<file path="src/rtl/commit_fifo.sv">
// commit_fifo: synchronous FIFO with extra pointer MSB telling full from empty
module commit_fifo #(
    parameter int DEPTH = 8,
    parameter int W = 37
) (
    input  logic         Clock,
    input  logic         Reset,
    input  logic         Push,
    input  logic         Pop,
    input  logic [W-1:0] PushData,
    output logic         Full,
    output logic         Empty,
    output logic [W-1:0] Head
);
    localparam int AW = $clog2(DEPTH);
    logic [W-1:0] mem [DEPTH];
    logic [AW:0] wrPtr, rdPtr;
    assign Empty = wrPtr == rdPtr;
    assign Full = (wrPtr[AW] != rdPtr[AW]) && (wrPtr[AW-1:0] == rdPtr[AW-1:0]);
    assign Head = mem[rdPtr[AW-1:0]];
    always_ff @(posedge Clock) begin
        if (Push) mem[wrPtr[AW-1:0]] <= PushData;
    end
    always_ff @(posedge Clock) begin
        if (Reset) begin
            wrPtr <= '0;
            rdPtr <= '0;
        end else begin
            if (Push) wrPtr <= wrPtr + 1'b1;
            if (Pop) rdPtr <= rdPtr + 1'b1;
        end
    end
endmodule

</file>
<file path="config.mk">
export PLATFORM = sky130hd
export DESIGN_NAME = commit_fifo
export DESIGN_NICKNAME = d
export VERILOG_FILES = /design/src/rtl/commit_fifo.sv
export SDC_FILE = /design/constraint.sdc
export NUM_CORES = 1
export LEC_CHECK = 0
export CAP_MARGIN = 20
export CORE_MARGIN = 8
export CORE_UTILIZATION = 25
export DETAILED_ROUTE_END_ITERATION = 10
export PLACE_DENSITY = 0.42
export SYNTH_ARGS = -nofsm -noshare
export SYNTH_HDL_FRONTEND = slang
export SYNTH_SLANG_ARGS = --single-unit
</file>
<file path="constraint.sdc">
create_clock -name Clock -period 5.9 [get_ports Clock]
set_clock_uncertainty 0.1 [all_clocks]
set_input_delay 1.18 -clock Clock [delete_from_list [all_inputs] [get_ports Clock]]
set_output_delay 1.18 -clock Clock [all_outputs]
set_load 0.1 [all_outputs]
</file>
---- Word-level counts from Yosys, hierarchy flattened ----
Memories as Yosys holds them, arrays and structs flattened. A register that Yosys moved wholly into a read port is not among the register bits.
Cells that the tools add are included.
storage, ports and cells
  register bits ........................... 8
  bits in writable memories ............... 296
  input port bits ......................... 41
  output and inout port bits .............. 39
  word-level logic and storage cells ...... 13
  memories kept ........................... 1
memory list
  name  words  bits a word  read ports  clocked after memory_dff  write ports  line  text
  mem   8      37           1           1                         1            16    logic [W-1:0] mem [DEPTH];
operators by class
  add/subtract/negate cells ............... 2
  eq/ne operators ......................... 3
  multiplexer cells ....................... 4
  reductions and logical operators ........ 1
operators with widths
  cell                                                            count
  4-bit by 1-bit adder with 4-bit output (second input constant)  2
  3-bit two-way mux                                               2
  4-bit == test                                                   1
  3-bit == test                                                   1
  1-bit two-way mux                                               2
  1-bit logical AND                                               1
  1-bit inequality test                                           1

---- Logic depth before layout (Yosys ltp) ----
Gate-level depths: netlist of the first run.
  depth in word-level cells ............... 3
  depth in mapped cells ................... 4
  gate-level depth less buffers ........... 4

---- Worst setup path before layout of the first run ----
OpenSTA, ideal clock, no wires.
  path type ............................... in2reg
  start ................................... in Push
  end ..................................... mem mem[2][0] (enable)
  data arrival time ....................... 3.836 ns
  data required time ...................... 5.323 ns
  path slack .............................. 1.486 ns
  stages .................................. 2
  cells stage by stage .................... nand2_1 nor3_1
on the way
  longest elaborated chain between the ends .. 2
ends and longest elaborated chain
  what                                     line  text
  from (decl)                              8     input logic Push,
  1-bit two-way mux                        22    if (Push) mem[wrPtr[AW-1:0]] <= PushData;
  1-bit two-way mux (implied by the code)  22
  to (decl)                                16
Every way passes these cells.

==> summary.txt, run 1 <==
Synthesis
  • Synth Register Bits: 307
  • Post-Synth Adder-Cell Area: 0.216%
  • Netlist cell types: 23
  • Synthesized instance count: 484
  • Post-Synth XOR/XNOR Area: 0.680%
  • Main combinational cell family by area after synthesis: multiplexers
  • Mapped Area: 11600 um^2
  • Yosys warning count: 0
  • Seq/Total Area, Yosys: 78.6%
  • Synth Area in Simple Gates: 1.07%
  • Synth Net Count: 527
  • Syn_area_per_cell: 24.0 um^2
  • Post-synthesis compound-gate area fraction: 0.0863%
  • Post-synthesis mux area share: 18.1%

GRT
  • GR Util All Layers: 10.3%
  • Vias in the first global route: 5888
  • Gr ovfl total: 0
  • First-pass GRT wire length: 40.3 mm
  • Antenna violations before repair: 2
  • Largest net degree at the start of global routing: 38

Floorplanning
  • Initial Util: 25.1%
  • IO Pins: 80
  • Core outline area: 46200 um^2
  • Die height: 231 um
  • Die ar.: 53500 um^2
  • Die width: 231 um
  • FP Rows: 79

Detailed routing
  • Post-DR wirelength/cell: 22.2 um
  • Initial DRT Pass Iterations: 4
  • Routed vias: 5226
  • DR DRC count: 0
  • WL final: 27.3 mm
  • Routed Antenna Nets: 0
  • Initial DRC Count: 291
  • DR vias/cell: 4.25

Placement
  • I/O Buffers: 79
  • Post-detail-place hpwl: 15.3 mm
  • Area of placed instances: 13200 um^2
  • Gp weighted congestion: 0.646

Finish
  • Antenna cells: 0
  • Most common cell after layout, fill and taps aside: edfxtp_1
  • Area growth syn-to-layout: 24.0%
  • Design area: 14400 um^2
  • Final net count: 642
  • Share of post-route cells with drive strength above 1: 31.4%
  • Commonest cells after routing, fill and taps aside: edfxtp_1, clkdlybuf4s50_1, mux4_2

Clock tree
  • CTS sink cnt: 307
  • Clock latency on the worst-skew pair: 540 ps
  • Post_cts resized: 0
  • CTS tree: built
  • CTS H-Tree Depth: 2
  • CTS root buffer: clkbuf_16
  • CTS max path bufs: 3
  • Cts hold-fix bufs: 0
  • Clock transition at path regs: 60 ps
  • Inserted Clock Buffers: 38
  • Post-CTS setup buffers: 0

STA
  • Worst hold slack: 425 ps
  • Finish-stage setup viols: 0
  • Final Hold Viols: 0
  • Slew margin rel.: 32.5%
  • Max Transition Viols Final: 0
  • Tcrit/Tclk final: 84.9%
  • Fmax: 200 MHz
  • RSZ-0062 raised after global routing: no
  • Setup TNS: 0 ps
  • Slew @ Worst Pin: 1010 ps
  • Min Tclk post-route: 5010 ps

Power and ir drop
  • Power per cell area: 375 nW/um^2
  • Leakage: 4.40 nW
  • Max VDD drop: 0.216 mV

Outcome
  • Status: finished clean

Worst setup path
  • Type of the worst setup path: register to output pin
  • Arr. time, crit path: 3730 ps
  • Worst endpoint required time: 4620 ps
  • CP Launch Type: register
  • CP Max Fanout: 36
  • Crit. End Element: output pin

Min path
  • Worst Hold Class: register to register

Job
  • Max_cap viols: 0
metal layers:
| layer | vias to the layer above | GRT usage [%] | part of all wire (%) |
|---|---|---|---|
| met5 | - | 0 | 0.084 |
| met4 | 4 | 4.10 | 2.8 |
| met1 | 2781 | 12.6 | 42 |
| met2 | 109 | 17.5 | 51 |
| li1 | 2276 | - | - |
| met3 | 56 | 2.24 | 4.1 |
sequential cells by signal, indices dropped and copies added, names as in the netlist, named ones only:
register	count
mem	296
rdPtr	4
wrPtr	4
cells by family (layout without fill, tap and decap cells):
group | Yosys count | after routing
buf+inv | 23 | 163
fa+ha+maj | 2 | 2
xor+xnor | 9 | 9
mux | 113 | 113
compound gates | 2 | 2
simple gates | 28 | 28
flops | 307 | 307
power by group:
part,internal [mW],switching [mW]
combinational,0.229,0.492
clock,1.30,0.886
sequential,2.45,0.0367
total,3.98,1.42
cell type report:
cell class / count / area [um^2]
Tap cell: 607 / 759
Clock buffer: 45 / 998
Timing Repair Buffer: 98 / 933
Fill cell: 4369 / 31800
Multi-Input combinational cell: 154 / 2400
Sequential cell: 307 / 9120
Clock inverter: 20 / 176
critical path, stage by stage, from the launching register on:
cell,delay [ps]
dfxtp_4,820
buf_4,470
mux4_2,550
mux2_2,300
clkdlybuf4s50_1,980
cell usage after synthesis:
cell,instances,area [um^2]
nor2_1,15,56.3
xnor2_1,6,52.6
clkbuf_2,1,5.00
dfxtp_1,11,220
nand2_1,4,15.0
nand4_1,1,6.26
xor2_1,3,26.3
buf_6,7,78.8
or3_1,1,6.26
nand2b_1,3,18.8
a21oi_1,1,5.00
o21ai_0,1,5.00
mux2_2,37,417
buf_1,5,18.8
buf_2,4,20.0
nor2b_1,1,6.26
ha_1,2,25.0
mux4_2,74,1670
nor3_1,2,10.0
nand3_1,1,5.00
mux2i_1,2,20.0
edfxtp_1,296,8890
clkbuf_1,6,22.5
metrics by stage:
| stage | util, % | setup WS, ps | power [mW] | std cells |
|---|---|---|---|---|
| after floorplan | - | 1490 | 3.05 | 484 |
| after global placement | 28.6 | 1370 | 3.26 | 1166 |
| after detailed placement | 28.6 | 1340 | 3.27 | 1166 |
| after CTS | 31.2 | 730 | 5.50 | 1231 |
| after global routing | 31.2 | 635 | 5.59 | 1231 |
| final | 31.2 | 891 | 5.40 | 1231 |
worst paths after layout:
path | start | to | slack, ps | cells past startpoint
worst max-delay path | register | Head[3] | 890 | 4
worst min-delay path | wrPtr[3] | wrPtr[3] | 420 | 2
worst max register to register | wrPtr[0] | mem[5][15] | 3560 | 3
worst min register to register | wrPtr[3] | wrPtr[3] | 420 | 2
(Power assumes the default switching activity.)
==> inputs of run 2 (changes only) <==
--- a/config.mk
+++ b/config.mk
@@ -9,7 +9,7 @@
 export CORE_MARGIN = 8
 export CORE_UTILIZATION = 25
 export DETAILED_ROUTE_END_ITERATION = 10
-export PLACE_DENSITY = 0.42
+export PLACE_DENSITY = 0.44
 export SYNTH_ARGS = -nofsm -noshare
 export SYNTH_HDL_FRONTEND = slang
 export SYNTH_SLANG_ARGS = --single-unit
==> constraint.sdc (replaced) <==
create_clock -name Clock -period 4.4 [get_ports Clock]
set_clock_uncertainty 0.1 [all_clocks]
set_input_delay 0.88 -clock Clock [delete_from_list [all_inputs] [get_ports Clock]]
set_output_delay 0.88 -clock Clock [all_outputs]
set_load 0.1 [all_outputs]
==> summary.txt, run 2 (synthesis gave the netlist of run 1 again) <==
Worst setup path
  • Crit-path most repeated cell: buf_4
  • Path depth of the worst reg2reg path: 3
  • CP peak stage delay: 850 ps
  • Reg2reg setup slack: 2200 ps
  • Critical path cell sequence: buf_4 -> mux4_2 -> mux2_2 -> buf_4
  • Arr. time, crit path: 2700 ps
  • Type of the worst setup path: register to output pin
  • CP Max Fanout: 48
  • Reg-to-Reg End: mem[7][23]
  • Critical-path top delay cell: dfxtp_4
  • R2R Path Start: wrPtr[0]
  • CP Launch Type: register
  • Worst endpoint required time: 3420 ps
  • Crit. End Element: output pin

Clock tree
  • Clock latency on the worst-skew pair: 520 ps
  • Inserted Clock Buffers: 35
  • CTS max path bufs: 3
  • CTS root buffer: clkbuf_16
  • Post_cts resized: 0
  • Clock transition at path regs: 60 ps
  • CTS tree: built
  • CTS sink cnt: 307
  • CTS H-Tree Depth: 2
  • Post-CTS setup buffers: 0
  • Cts hold-fix bufs: 0

Power and ir drop
  • Pwr Total: 7.04 mW
  • Max VDD drop: 0.248 mV
  • Power per cell area: 495 nW/um^2
  • Leakage: 4.38 nW

Outcome
  • Status: finished clean

Finish
  • Fillcell total: 4429
  • Post-layout util: 30.8%
  • Most common cell after layout, fill and taps aside: edfxtp_1
  • Final net count: 636
  • Design area: 14200 um^2
  • Max FFs per register: 296
  • Share of post-route cells with drive strength above 1: 36.4%
  • Commonest cells after routing, fill and taps aside: edfxtp_1, mux4_2, buf_4
  • Area growth syn-to-layout: 22.6%

GRT
  • Antenna violations before repair: 2
  • Gr ovfl total: 0
  • GR Util All Layers: 9.36%
  • Vias in the first global route: 5757
  • First-pass GRT wire length: 37.5 mm
  • Largest net degree at the start of global routing: 49

Detailed routing
  • Initial DRT Pass Iterations: 4
  • Initial DRC Count: 223
  • Post-DR wirelength/cell: 20.3 um
  • Routed Antenna Nets: 0
  • DR DRC count: 0
  • DR vias/cell: 4.15
  • Routed vias: 5089
  • WL final: 24.9 mm

STA
  • Max Transition Viols Final: 0
  • RSZ-0062 raised after global routing: no
  • Finish-stage setup viols: 0
  • Min Tclk post-route: 3680 ps
  • Worst hold slack: 423 ps
  • Setup TNS: 0 ps
  • Final Hold Viols: 0
  • Tcrit/Tclk final: 83.7%
  • Fmax: 272 MHz
  • Slew @ Worst Pin: 975 ps
  • Slew margin rel.: 34.8%

Min path
  • Worst Hold End: wrPtr[3]
  • Hold Crit Start: wrPtr[3]
  • Min-Delay Path Depth: 2
  • Worst Hold Class: register to register

Floorplanning
  • Die ar.: 53500 um^2
  • IO Pins: 80
  • Die height: 231 um
  • Die width: 231 um
  • Initial Util: 25.1%
  • Core outline area: 46200 um^2
  • FP Rows: 79

Placement
  • Gp weighted congestion: 0.664
  • Post-detail-place hpwl: 15.2 mm
  • I/O Buffers: 79
  • Area of placed instances: 13100 um^2

Job
  • Max_cap viols: 0
run 2: cell count changes in the layout (fill, tap and decap cells not counted), sizes merged:
cell	previous run	this run
clkbuf	45	41
buf	19	53
clkinv	14	17
inv	2	0
clkdlybuf4s50	79	42
diode	0	1
run 2: how the worst max path moves through the flow:
stage / to / slack (ps) / depth (start not counted)
6_report: Head[1] / 720 / 4
5_1_grt: Head[18] / 540 / 4
4_1_cts: Head[18] / 590 / 4
3_5_place_dp: mem[3][14] / 1050 / 4
3_3_place_gp: mem[3][7] / 1110 / 4
2_1_floorplan: mem[2][0] / 290 / 2
run 2: routing by layer:
layer / GRT usage (%) / part of all wire (%) / vias to the layer above
li1: - / - / 2253
met1: 11.4 / 43 / 2707
met2: 16.0 / 51 / 84
met3: 2.52 / 4.4 / 43
met4: 3.11 / 2.0 / 2
met5: 0 / 0.052 / -
run 2: layout make-up:
cell class	count	area (um^2)	area share, %
Multi-Input combinational cell	154	2400	16.9
Clock buffer	41	941	6.62
Antenna cell	1	2.50	0.0176
Tap cell	607	759	5.34
Clock inverter	21	154	1.08
Timing Repair Buffer	95	843	5.93
Sequential cell	307	9120	64.1
run 2: through the flow:
stage,instances,worst slack (ps)
2_1_floorplan,484,286
3_3_place_gp,1163,1110
3_5_place_dp,1163,1050
4_1_cts,1225,589
5_1_grt,1226,539
6_report,1226,719
run 2: power by group:
group	total, mW	switching [mW]	internal [mW]
Sequential	3.33	0.0501	3.28
Combinational	0.945	0.656	0.289
Clock	2.76	1.11	1.64
Total	7.04	1.82	5.22
run 2: worst max-delay path: cells and delay by family, from the launching register on:
kind                   cells  cell delay (ps)
buffers and inverters      2              620
DFF                        1              850
muxes                      2              680
==> inputs of run 3 (changes only) <==
==> constraint.sdc (replaced) <==
create_clock -name Clock -period 3.1 [get_ports Clock]
set_clock_uncertainty 0.1 [all_clocks]
set_input_delay 0.62 -clock Clock [delete_from_list [all_inputs] [get_ports Clock]]
set_output_delay 0.62 -clock Clock [all_outputs]
set_load 0.1 [all_outputs]
==> summary.txt, run 3 (synthesis gave the netlist of run 1 again) <==
Finish
  • Commonest cells after routing, fill and taps aside: edfxtp_1, mux4_2, buf_12
  • Max FFs per register: 296
  • Fin cells: 1232
  • Share of post-route cells with drive strength above 1: 37.1%
  • Antenna cells: 0
  • Final net count: 642
  • Area growth syn-to-layout: 28.4%
  • Most common cell after layout, fill and taps aside: edfxtp_1

Power and ir drop
  • Power per cell area: 686 nW/um^2
  • Leakage: 4.66 nW
  • Max VDD drop: 0.415 mV

Job
  • Max_cap viols: 0

Detailed routing
  • Routed vias: 5128
  • WL final: 25.1 mm
  • Routed Antenna Nets: 0
  • DR DRC count: 0
  • Post-DR wirelength/cell: 20.4 um
  • Initial DRC Count: 259
  • DR vias/cell: 4.16
  • Initial DRT Pass Iterations: 4

STA
  • Final Hold Viols: 0
  • Tcrit/Tclk final: 96.1%
  • Final worst slack: 121 ps
  • RSZ-0062 raised after global routing: no
  • Slew margin rel.: 69.7%
  • Fmax: 336 MHz
  • Min Tclk post-route: 2980 ps
  • Setup TNS: 0 ps
  • Finish-stage setup viols: 0
  • Max Transition Viols Final: 0
  • Slew @ Worst Pin: 454 ps

Floorplanning
  • FP Rows: 79
  • Initial Util: 25.1%
  • IO Pins: 80
  • Die ar.: 53500 um^2
  • Die width: 231 um
  • Core outline area: 46200 um^2
  • Die height: 231 um

Placement
  • Post-detail-place hpwl: 15.1 mm
  • Post-Place Cells: 1168
  • I/O Buffers: 79
  • Gp weighted congestion: 0.676
  • Pre-CTS setup slack: 458 ps

Clock tree
  • Inserted Clock Buffers: 36
  • CTS tree: built
  • CTS H-Tree Depth: 2
  • CTS sink cnt: 307
  • CTS max path bufs: 3
  • Clock latency on the worst-skew pair: 510 ps
  • Post-CTS setup buffers: 0
  • Clock transition at path regs: 50 ps
  • Cts hold-fix bufs: 0
  • CTS root buffer: clkbuf_16

Worst setup path
  • CP Max Fanout: 40
  • Type of the worst setup path: register to output pin
  • Arr. time, crit path: 2260 ps
  • CP Launch Type: register
  • Crit. End Element: output pin
  • Worst endpoint required time: 2380 ps

GRT
  • Vias in the first global route: 5820
  • Largest net degree at the start of global routing: 41
  • Antenna violations before repair: 1
  • GR Util All Layers: 9.56%
  • Gr ovfl total: 0
  • First-pass GRT wire length: 38.0 mm

Min path
  • Worst Hold Class: register to register

Outcome
  • Status: finished clean
## run 3: power breakdown
part | switching (mW) | leakage, nW | total, mW | internal [mW]
combinational | 1.01 | 1.35 | 1.67 | 0.655
clock | 1.56 | 0.531 | 3.84 | 2.28
sequential | 0.0396 | 2.78 | 4.70 | 4.66
## run 3: layer usage
| metal | wire, um | track usage, % | vias to the layer above |
|---|---|---|---|
| met5 | 11 | 0 | - |
| met4 | 489 | 2.99 | 2 |
| met3 | 1090 | 2.49 | 36 |
| met2 | 12700 | 16.3 | 96 |
| met1 | 10800 | 11.7 | 2718 |
| li1 | - | - | 2276 |
## run 3: final cells by class
class	instances	area (um^2)
clock inverters	18	124
well taps	607	759
flip-flops and latches	307	9120
multi-input cells	154	2480
fillers	4329	31300
repair buffers	100	1450
clock buffers	46	960
## run 3: worst paths after layout
kind	slack, ps	depth (start not counted)	to	startpoint
setup / recovery	120	4	Head[19]	register
hold / removal	420	2	wrPtr[3]	wrPtr[3]
setup reg to reg	1240	3	mem[3][27]	wrPtr[0]
hold reg to reg	420	2	wrPtr[3]	wrPtr[3]
## run 3: through the flow
| step | cell area, um^2 | total power [mW] | hold WS [ps] | utilization [%] |
|---|---|---|---|---|
| after floorplan | 11600 | 5.81 | 371 | - |
| after global placement | 13700 | 6.44 | 407 | 29.7 |
| after detailed placement | 13700 | 6.46 | 414 | 29.7 |
| after CTS | 14800 | 10.4 | 428 | 32.1 |
| after global routing | 14900 | 10.6 | 461 | 32.2 |
| final | 14900 | 10.2 | 424 | 32.2 |
## run 3: critical path, stage by stage, from the launching register on
cell and delay (ps):
dfxtp_4 380, buf_16 280, mux4_2 540, mux2_4 320
buf_12 170
## run 3: repair_timing
| item | CTS | global route |
|---|---|---|
| gates resized for setup | 1 | 18 |
| endpoints found under the hold margin | 0 | 0 |
| setup endpoints to repair | 1 | 18 |
